<file path="src/rtl/pipe_hazard_ctrl.sv">
// Hazard and forwarding controller for the 5-stage pipeline: EX operand forwarding,
// load-use stall, branch flush, data-memory busy freeze with timeout fault, stall counter.
module pipe_hazard_ctrl #(
    parameter int REG_ADDR_W = 5,
    parameter int TIMEOUT    = 16,
    parameter int CNT_W      = 32
) (
    input  logic                  clk,
    input  logic                  reset,
    input  logic [REG_ADDR_W-1:0] id_rs,
    input  logic [REG_ADDR_W-1:0] id_rt,
    input  logic                  id_uses_rs,
    input  logic                  id_uses_rt,
    input  logic                  id_branch_taken,
    input  logic [REG_ADDR_W-1:0] ex_rs,
    input  logic [REG_ADDR_W-1:0] ex_rt,
    input  logic                  ex_wr_en,
    input  logic [REG_ADDR_W-1:0] ex_wr_num,
    input  logic                  ex_is_load,
    input  logic                  mm_wr_en,
    input  logic [REG_ADDR_W-1:0] mm_wr_num,
    input  logic                  wb_wr_en,
    input  logic [REG_ADDR_W-1:0] wb_wr_num,
    input  logic                  dm_busy,
    output logic [1:0]            fwd_a_sel,
    output logic [1:0]            fwd_b_sel,
    output logic                  pc_stall,
    output logic                  if_id_stall,
    output logic                  if_id_flush,
    output logic                  id_ex_stall,
    output logic                  id_ex_bubble,
    output logic                  ex_mm_stall,
    output logic                  mm_wb_bubble,
    output logic                  fault,
    output logic [CNT_W-1:0]      stall_cycles
);

    localparam int WAIT_W = (TIMEOUT > 2) ? $clog2(TIMEOUT) : 1;
    localparam logic [WAIT_W-1:0]     WAIT_ZERO = {WAIT_W{1'b0}};
    localparam logic [WAIT_W-1:0]     WAIT_ONE  = WAIT_W'(1);
    localparam logic [WAIT_W-1:0]     WAIT_LAST = WAIT_W'(TIMEOUT - 1);
    localparam logic [CNT_W-1:0]      CNT_ZERO  = {CNT_W{1'b0}};
    localparam logic [CNT_W-1:0]      CNT_ONE   = CNT_W'(1);
    localparam logic [CNT_W-1:0]      CNT_MAX   = {CNT_W{1'b1}};
    localparam logic [REG_ADDR_W-1:0] REG_ZERO  = {REG_ADDR_W{1'b0}};

    typedef enum logic [1:0] {
        ST_RUN      = 2'd0,
        ST_MEM_WAIT = 2'd1,
        ST_FAULT    = 2'd2
    } state_t;

    state_t            state_r;
    logic [WAIT_W-1:0] wait_cnt_r;
    logic [CNT_W-1:0]  stall_cnt_r;
    logic              freeze_s;
    logic              load_use_s;

    // Register 0 is hardwired, so a match on it must never forward; MM is younger than WB.
    function automatic logic [1:0] fwd_select(
        input logic [REG_ADDR_W-1:0] src,
        input logic                  mm_en,
        input logic [REG_ADDR_W-1:0] mm_num,
        input logic                  wb_en,
        input logic [REG_ADDR_W-1:0] wb_num
    );
        logic [1:0] sel;
        if (src == REG_ZERO) begin
            sel = 2'b00;
        end else if (mm_en && (mm_num == src)) begin
            sel = 2'b01;
        end else if (wb_en && (wb_num == src)) begin
            sel = 2'b10;
        end else begin
            sel = 2'b00;
        end
        return sel;
    endfunction

    // Hazard detection and control-output decode; reset forces NOPs into the pipe.
    always_comb begin
        load_use_s   = ex_is_load && ex_wr_en && (ex_wr_num != REG_ZERO) &&
                       ((id_uses_rs && (id_rs == ex_wr_num)) ||
                        (id_uses_rt && (id_rt == ex_wr_num)));
        freeze_s     = 1'b0;
        fwd_a_sel    = 2'b00;
        fwd_b_sel    = 2'b00;
        pc_stall     = 1'b0;
        if_id_stall  = 1'b0;
        if_id_flush  = 1'b0;
        id_ex_stall  = 1'b0;
        id_ex_bubble = 1'b0;
        ex_mm_stall  = 1'b0;
        mm_wb_bubble = 1'b0;
        fault        = 1'b0;
        if (reset) begin
            if_id_flush  = 1'b1;
            id_ex_bubble = 1'b1;
            mm_wb_bubble = 1'b1;
        end else begin
            fwd_a_sel = fwd_select(ex_rs, mm_wr_en, mm_wr_num, wb_wr_en, wb_wr_num);
            fwd_b_sel = fwd_select(ex_rt, mm_wr_en, mm_wr_num, wb_wr_en, wb_wr_num);
            case (state_r)
                ST_RUN:      freeze_s = dm_busy;
                ST_MEM_WAIT: freeze_s = dm_busy;
                ST_FAULT: begin
                    freeze_s = 1'b1;
                    fault    = 1'b1;
                end
                default: begin
                    freeze_s = 1'b1;
                    fault    = 1'b1;
                end
            endcase
            if (freeze_s) begin
                pc_stall     = 1'b1;
                if_id_stall  = 1'b1;
                id_ex_stall  = 1'b1;
                ex_mm_stall  = 1'b1;
                mm_wb_bubble = 1'b1;
            end else if (load_use_s) begin
                pc_stall     = 1'b1;
                if_id_stall  = 1'b1;
                id_ex_bubble = 1'b1;
            end else if (id_branch_taken) begin
                if_id_flush  = 1'b1;
            end else begin
                if_id_flush  = 1'b0;
            end
        end
    end

    // Counter is reported as zero during the reset cycle, before the register clears.
    assign stall_cycles = reset ? CNT_ZERO : stall_cnt_r;

    // Freeze state machine with data-memory timeout watchdog.
    always_ff @(posedge clk) begin
        if (reset) begin
            state_r    <= ST_RUN;
            wait_cnt_r <= WAIT_ZERO;
        end else begin
            case (state_r)
                ST_RUN: begin
                    if (dm_busy) begin
                        state_r    <= ST_MEM_WAIT;
                        wait_cnt_r <= WAIT_ONE;
                    end else begin
                        state_r    <= ST_RUN;
                        wait_cnt_r <= WAIT_ZERO;
                    end
                end
                ST_MEM_WAIT: begin
                    if (!dm_busy) begin
                        state_r    <= ST_RUN;
                        wait_cnt_r <= WAIT_ZERO;
                    end else if (wait_cnt_r == WAIT_LAST) begin
                        state_r    <= ST_FAULT;
                    end else begin
                        wait_cnt_r <= wait_cnt_r + WAIT_ONE;
                    end
                end
                ST_FAULT: begin
                    state_r <= ST_FAULT;
                end
                default: begin
                    state_r <= ST_FAULT;
                end
            endcase
        end
    end

    // Saturating count of stalled PC cycles.
    always_ff @(posedge clk) begin
        if (reset) begin
            stall_cnt_r <= CNT_ZERO;
        end else if (pc_stall && (stall_cnt_r != CNT_MAX)) begin
            stall_cnt_r <= stall_cnt_r + CNT_ONE;
        end else begin
            stall_cnt_r <= stall_cnt_r;
        end
    end

endmodule

</file>
<file path="config.mk">
export PLATFORM = sky130hd
export DESIGN_NAME = pipe_hazard_ctrl
export DESIGN_NICKNAME = d
export VERILOG_FILES = /design/src/rtl/pipe_hazard_ctrl.sv
export SDC_FILE = /design/constraint.sdc
export NUM_CORES = 1
export LEC_CHECK = 0
export ABC_AREA = 1
export CAP_MARGIN = 10
export CORE_ASPECT_RATIO = 2
export CORE_MARGIN = 2
export CORE_UTILIZATION = 45
export DETAILED_ROUTE_END_ITERATION = 16
export GPL_TIMING_DRIVEN = 0
export PLACE_DENSITY = 0.78
export SYNTH_ARGS = -nofsm -noshare
export SYNTH_HDL_FRONTEND = slang
export SYNTH_SLANG_ARGS = --single-unit
</file>
<file path="constraint.sdc">
create_clock -name clk -period 1.95 [get_ports clk]
set_clock_uncertainty 0.1 [all_clocks]
set_input_delay 0.39 -clock clk [delete_from_list [all_inputs] [get_ports clk]]
set_output_delay 0.39 -clock clk [all_outputs]
set_load 0.01 [all_outputs]
</file>
# Yosys cells after proc, flatten, opt, wreduce, memory -nomap -nowiden
# Index checks and enable logic that the tools add are counted.
[word_totals] reg_bits=38 inputBits=45 output_inout_bits=44 elab_cells=67
[classes] add_sub_neg=2 n_eq_ne=11 muxes=33 reduce_logical=18
[op_table] operator="$add A32 B1 Y32 const B" count=1
[op_table] operator="$mux W32" count=1
[op_table] operator="$ne A32 B32 Y1 const B" count=1
[op_table] operator="$eq A5 B5 Y1" count=6
[op_table] operator="$mux W2" count=10
[op_table] operator="$mux W1" count=18
[op_table] operator="$logic_and A1 B1 Y1" count=10
[op_table] operator="$logic_not A5 Y1" count=2
[op_table] operator="$mux W4" count=2
[op_table] operator="$pmux W4 S2" count=1
[op_table] operator="$ne A3 B3 Y1 const B" count=2
[op_table] operator="$reduce_bool A5 Y1" count=1
[op_table] operator="$add A4 B1 Y4 const B" count=1
[op_table] operator="$eq A4 B4 Y1 const B" count=1
[op_table] operator="$pmux W2 S2" count=1
[op_table] operator="$eq A2 B1 Y1 const B" count=1
[op_table] operator="$logic_not A2 Y1" count=1
[op_table] operator="$reduce_and A2 Y1" count=1
[op_table] operator="$reduce_bool A2 Y1" count=1
[op_table] operator="$reduce_or A2 Y1" count=1
[op_table] operator="$logic_or A1 B1 Y1" count=1

# Longest topological paths before layout
[logic_depth] word_depth=8 mapped_depth=13 ltp_nobuf=12

# Worst setup path after synthesis
# OpenSTA, ideal clock, no wires.
[synth_timing] kind="input-to-output" from="input port ex_wr_num[4]" to="output port pc_stall" t_arrival_ps=1305 required_ps=1460 slack_ps=155 cell_stages=9 n_path_buf=1 cell_sequence="inv_1 -> nand2_1 -> nand2_1 -> nor2_1 -> nand3_1 -> nand2_1 -> nand2_1 -> a21oi_1 -> buf_4"
[synth_via] elab_chain_cells=7 elab_cells_between_ends=11 classes_between="2 x eq/ne; 3 x mux; 6 x reduce/logical"
[synth_lines] item="from (decl)" line_no="18" rtl="input logic [REG_ADDR_W-1:0] ex_wr_num,"
[synth_lines] item="$eq A5 B5 Y1, on equally long branches" line_no="83, 84"
[synth_lines] item="$logic_and A1 B1 Y1, on equally long branches" line_no="83, 84"
[synth_lines] item="$logic_or A1 B1 Y1" line_no="83" rtl="((id_uses_rs && (id_rs == ex_wr_num)) ||"
[synth_lines] item="$logic_and A1 B1 Y1 (*)" line_no="82" rtl="load_use_s = ex_is_load && ex_wr_en && (ex_wr_num != REG_ZERO) &&"
[synth_lines] item="$mux W1 (*) (3 in series)"
[synth_lines] item="to (decl)" line_no="27" rtl="output logic pc_stall,"
# Mark *: on every way between the ends. The rest lies on a longest branch, timed or not.

# Worst setup path in the final report
[layout_timing] from="input port dm_busy" to="output port ex_mm_stall"
[layout_via] elab_chain_cells=4
[layout_lines] item="from (decl)" line_no="24" rtl="input logic dm_busy,"
[layout_lines] item="$mux W1" line_no="103" rtl="case (state_r)"
[layout_lines] item="$mux W1" line_no="96" rtl="if (reset) begin"
[layout_lines] item="$mux W1" line_no="115" rtl="if (freeze_s) begin"
[layout_lines] item="$mux W1" line_no="96"
[layout_lines] item="to (decl)" line_no="32" rtl="output logic ex_mm_stall,"
# No other way between the ends. The select of a mux whose other input is x is not followed.

==> impl_metrics.csv <==
group,metric,value,unit
worst_setup_path,r2r_start,"stall_cnt_r[0]",
drt,drc_errors,0,
synthesis,synthArstFlopShare,0,
drt,drtIter0Drc,168,
power_and_ir_drop,powerDensity,508.8,mW/mm^2
synthesis,syn_area,0.003052,mm^2
placed_design,numPortBuffers,88,
timing,hold_viol_final,0,
finish,fillCellCount,635,
power_and_ir_drop,p_clk_frac,0.478,
synthesis,synth-seq-cells,38,
floorplan,die_h,120.5,um
power_and_ir_drop,p_sw,569.7,uW
drt,firstDrtPassIters,6,
synthesis,netlist.area_leader.share,0.2493,
placed_design,place_congestion,0.9032,
finish,num_antenna_cells,0,
finish,drive_gt1_frac,0.2337,
floorplan,initial_utilization,0.4646,
grt,grt.overflow.total,0,
grt,grt_pass1_vias,3738,
flow_run,maxCapViolCount,0,
synthesis,ys.flop_type,"dfxtp_1",
clocking,cts-root-buf,"clkbuf_16",
worst_setup_path,critPathSlowestCell,"clkdlybuf4s50_1",
min_path,whs_path_depth,2,
clocking,h-tree-depth,2,
clocking,cts_tree,"built",
min_path,hold_path_class,"in2reg",
synthesis,yosysSeqAreaShare,0.2493,
worst_setup_path,critPathLaunchType,"input pin",
placed_design,dp_slack,-1.124,ns
worst_setup_path,crit_fanout,4,
power_and_ir_drop,ir_worst_vdd,0.6289,mV
timing,rsz0062_at_grt,"yes",
synthesis,ys_warn_count,0,
worst_setup_path,critPathLaunch,"dm_busy",
clocking,clock-sinks,38,
drt,viasPerCell,5.169,
placed_design,dp_hpwl,7933,um
grt,antenna_found_initial,0,
timing,min_period,1.908,ns
power_and_ir_drop,power_leakage,0.002303,uW
finish,utilization,0.6754,
floorplan,coreArea,0.006569,mm^2
drt,wl,10570,um
timing,setup_violations,0,
timing,fin_hold_ws,0.2647,ns
grt,grt_pass1_wl,16440,um
clocking,cts_hold_buf,0,
synthesis,synth_area_per_cell,5.559,um^2
synthesis,synth_edf_count,0,
floorplan,die_area,0.007496,mm^2
synthesis,synth_nets,596,
power_and_ir_drop,swShare,0.2524,
timing,fmaxAchievable,524.2,MHz
worst_setup_path,r2r_cells,13,
min_path,hold_start,"reset",
drt,postRouteAntennaNets,0,
clocking,clkTransAtPathRegs,0.06,ns
timing,worstMarginPinSlew,0.6969,ns
worst_setup_path,timing.rr.end,"stall_cnt_r[16]",
clocking,clock_latency,0.29,ns
timing,drv_slew,0,
clocking,clock_path_buffers,2,
floorplan,num_io_pins,89,
synthesis,synth_cells,549,
drt,vias,3861,
worst_setup_path,crit_chain,"clkdlybuf4s15_1, nor2_4, nor2_4, clkdlybuf4s50_1",
worst_setup_path,critPathCaptureType,"primary output",
worst_setup_path,cp_top_family,"buffers and inverters",
finish,final-seq-area,772.0,um^2
power_and_ir_drop,pwr-share-comb,0.169,
worst_setup_path,path_buf_inv,2,
synthesis,synth_cell_type_count,37,
timing,slew_headroom,0.5354,
grt,grtUsageTotal,0.2796,
timing,worst_slack,0.04217,ns
worst_setup_path,timing.reg2reg.setup_slack,0.10,ns
run_status,outcome,"finished, final reports clean",
worst_setup_path,max_stage_delay,0.55,ns
clocking,cts_buffers,5,
worst_setup_path,cpMostUsedCell,"nor2_4",
worst_setup_path,worstPathRequired,1.46,ns
power_and_ir_drop,p_int,1688,uW
floorplan,die_w,62.23,um
finish,nets,705,
synthesis,yosysTopAreaCell,"dfxtp_1",
grt,grt_max_degree,14,
worst_setup_path,critical_path_class,"in2out",
power_and_ir_drop,seqPwrFrac,0.353,
min_path,hold_end,"state_r[0]",
drt,post_drt_wl_per_cell,14.15,um
floorplan,rows,42,
finish,synthToLayoutAreaGrowth,45.39,%
synthesis,synth.area.top_cells,"dfxtp_1 (25%), nand2_1 (17%), nor2_1 (14%), inv_1 (11%), nand3_1 (7.5%)",
worst_setup_path,arrival,1.42,ns
timing,finalCritPeriodShare,0.9784,
finish,multiInputGateArea,0.002013,mm^2
power_and_ir_drop,totalPowerFinal,2257,uW
[layer usage]
metal  wire length, um  part of all wire  GRT usage  vias up
li1                  -                 -          -     1904
met1              3364              0.32     0.2321     1758
met2              6027              0.57     0.5720      163
met3               562             0.053    0.04930       36
met4               617             0.058     0.1917        0
met5                 0                 0          0        -
[worst max path at each step]
stage / end / slack, ns / cells after the start
2_1_floorplan: pc_stall / 0.16 / 9
3_3_place_gp: pc_stall / -1.09 / 11
3_5_place_dp: stall_cycles[7] / -1.12 / 5
4_1_cts: fwd_b_sel[0] / -0.0009 / 7
5_1_grt: stall_cnt_r[22] / -0.02 / 11
6_report: ex_mm_stall / 0.04 / 4
[timing repair]
item | 4_1_cts | 5_1_grt
buffers inserted | 7 | 6
resized for setup | 241 | 56
cloned | 0 | 1
setup endpoints to repair | 78 | 35
pin swaps | 35 | 24
[cell usage in the layout (no fill, tap or decap), drive strengths merged, types with 3 or more instances in the layout]
cell type | synthesis | routed
nand2 | 145 | 145
nor2 | 120 | 120
inv | 100 | 100
buf | 11 | 57
nand3 | 49 | 49
dfxtp | 38 | 38
dlygate4sd2 | 0 | 37
a21oi | 27 | 27
clkbuf | 5 | 18
nor3 | 10 | 10
nand4 | 8 | 8
xor2 | 7 | 7
o21ai | 5 | 5
clkdlybuf4s15 | 0 | 5
dlymetal6s2s | 0 | 4
o22ai | 3 | 3
nor4 | 3 | 3
[power by group through the flow]
| stage | logic, uW | clock network, uW | registers, uW |
|---|---|---|---|
| 3_3_place_gp | 333 | 0 | 810 |
| 2_1_floorplan | 158 | 0 | 808 |
| 5_1_grt | 418 | 1120 | 798 |
| 6_report | 381 | 1080 | 797 |
| 4_1_cts | 347 | 1080 | 794 |
| 3_5_place_dp | 340 | 0 | 810 |
[worst reg2reg max path: stages (launching register included)]
cell	delay, ns
dfxtp_2	0.37
ha_4	0.15
nand2_2	0.06
nor2_4	0.17
nand2_4	0.09
nor2_8	0.12
nand3_4	0.13
buf_8	0.17
nand2_2	0.09
inv_1	0.06
nand2_1	0.06
nand2_1	0.05
nand2_1	0.07
nor2_2	0.03
[registers in the layout, indices dropped and copies added, names as in the netlist]
name,flops
wait_cnt_r,4
stall_cnt_r,32
state_r,2
[area by class of cell]
type                            instances  area share
Multi-Input combinational cell        394      0.4538
Buffer                                 16     0.02989
Tap cell                               88     0.02482
Clock buffer                            5     0.02820
Inverter                              101     0.08770
Clock inverter                          3     0.01551
Timing Repair Buffer                  102      0.1861
Sequential cell                        38      0.1740
[cells by family after synthesis]
logic type               count (synthesis)  share of synthesized area
XOR/XNOR                                 9                    0.02583
buffers and inverters                  117                     0.1546
AND/OR/NAND/NOR                        342                     0.4875
AO/OA/AOI/OAI                           41                    0.07462
flip-flops                              38                     0.2493
adder cells (fa/ha/maj)                  2                   0.008199
[cells in the mapped netlist (all sizes together), types with 2 or more instances]
cell / instances
o22ai: 3
buf: 11
dfxtp: 38
a211oi: 2
nand4: 8
clkbuf: 5
nor3: 10
a21oi: 27
ha: 2
xnor2: 2
o21ai: 5
nor2: 120
nor4: 3
nand3: 49
nand3b: 2
nor3b: 2
xor2: 7
inv: 100
nand2: 145
[through the flow]
step	instance area [um^2]	std cells	setup TNS, ns
CTS	4252	740	-0.0008811
detailed placement	4043	725	-57.08
finish	4437	747	0
global route	4437	747	-0.07164
global placement	4043	725	-54.04
floorplan	3052	549	0
No activity file was read; power rests on OpenSTA's default activity.
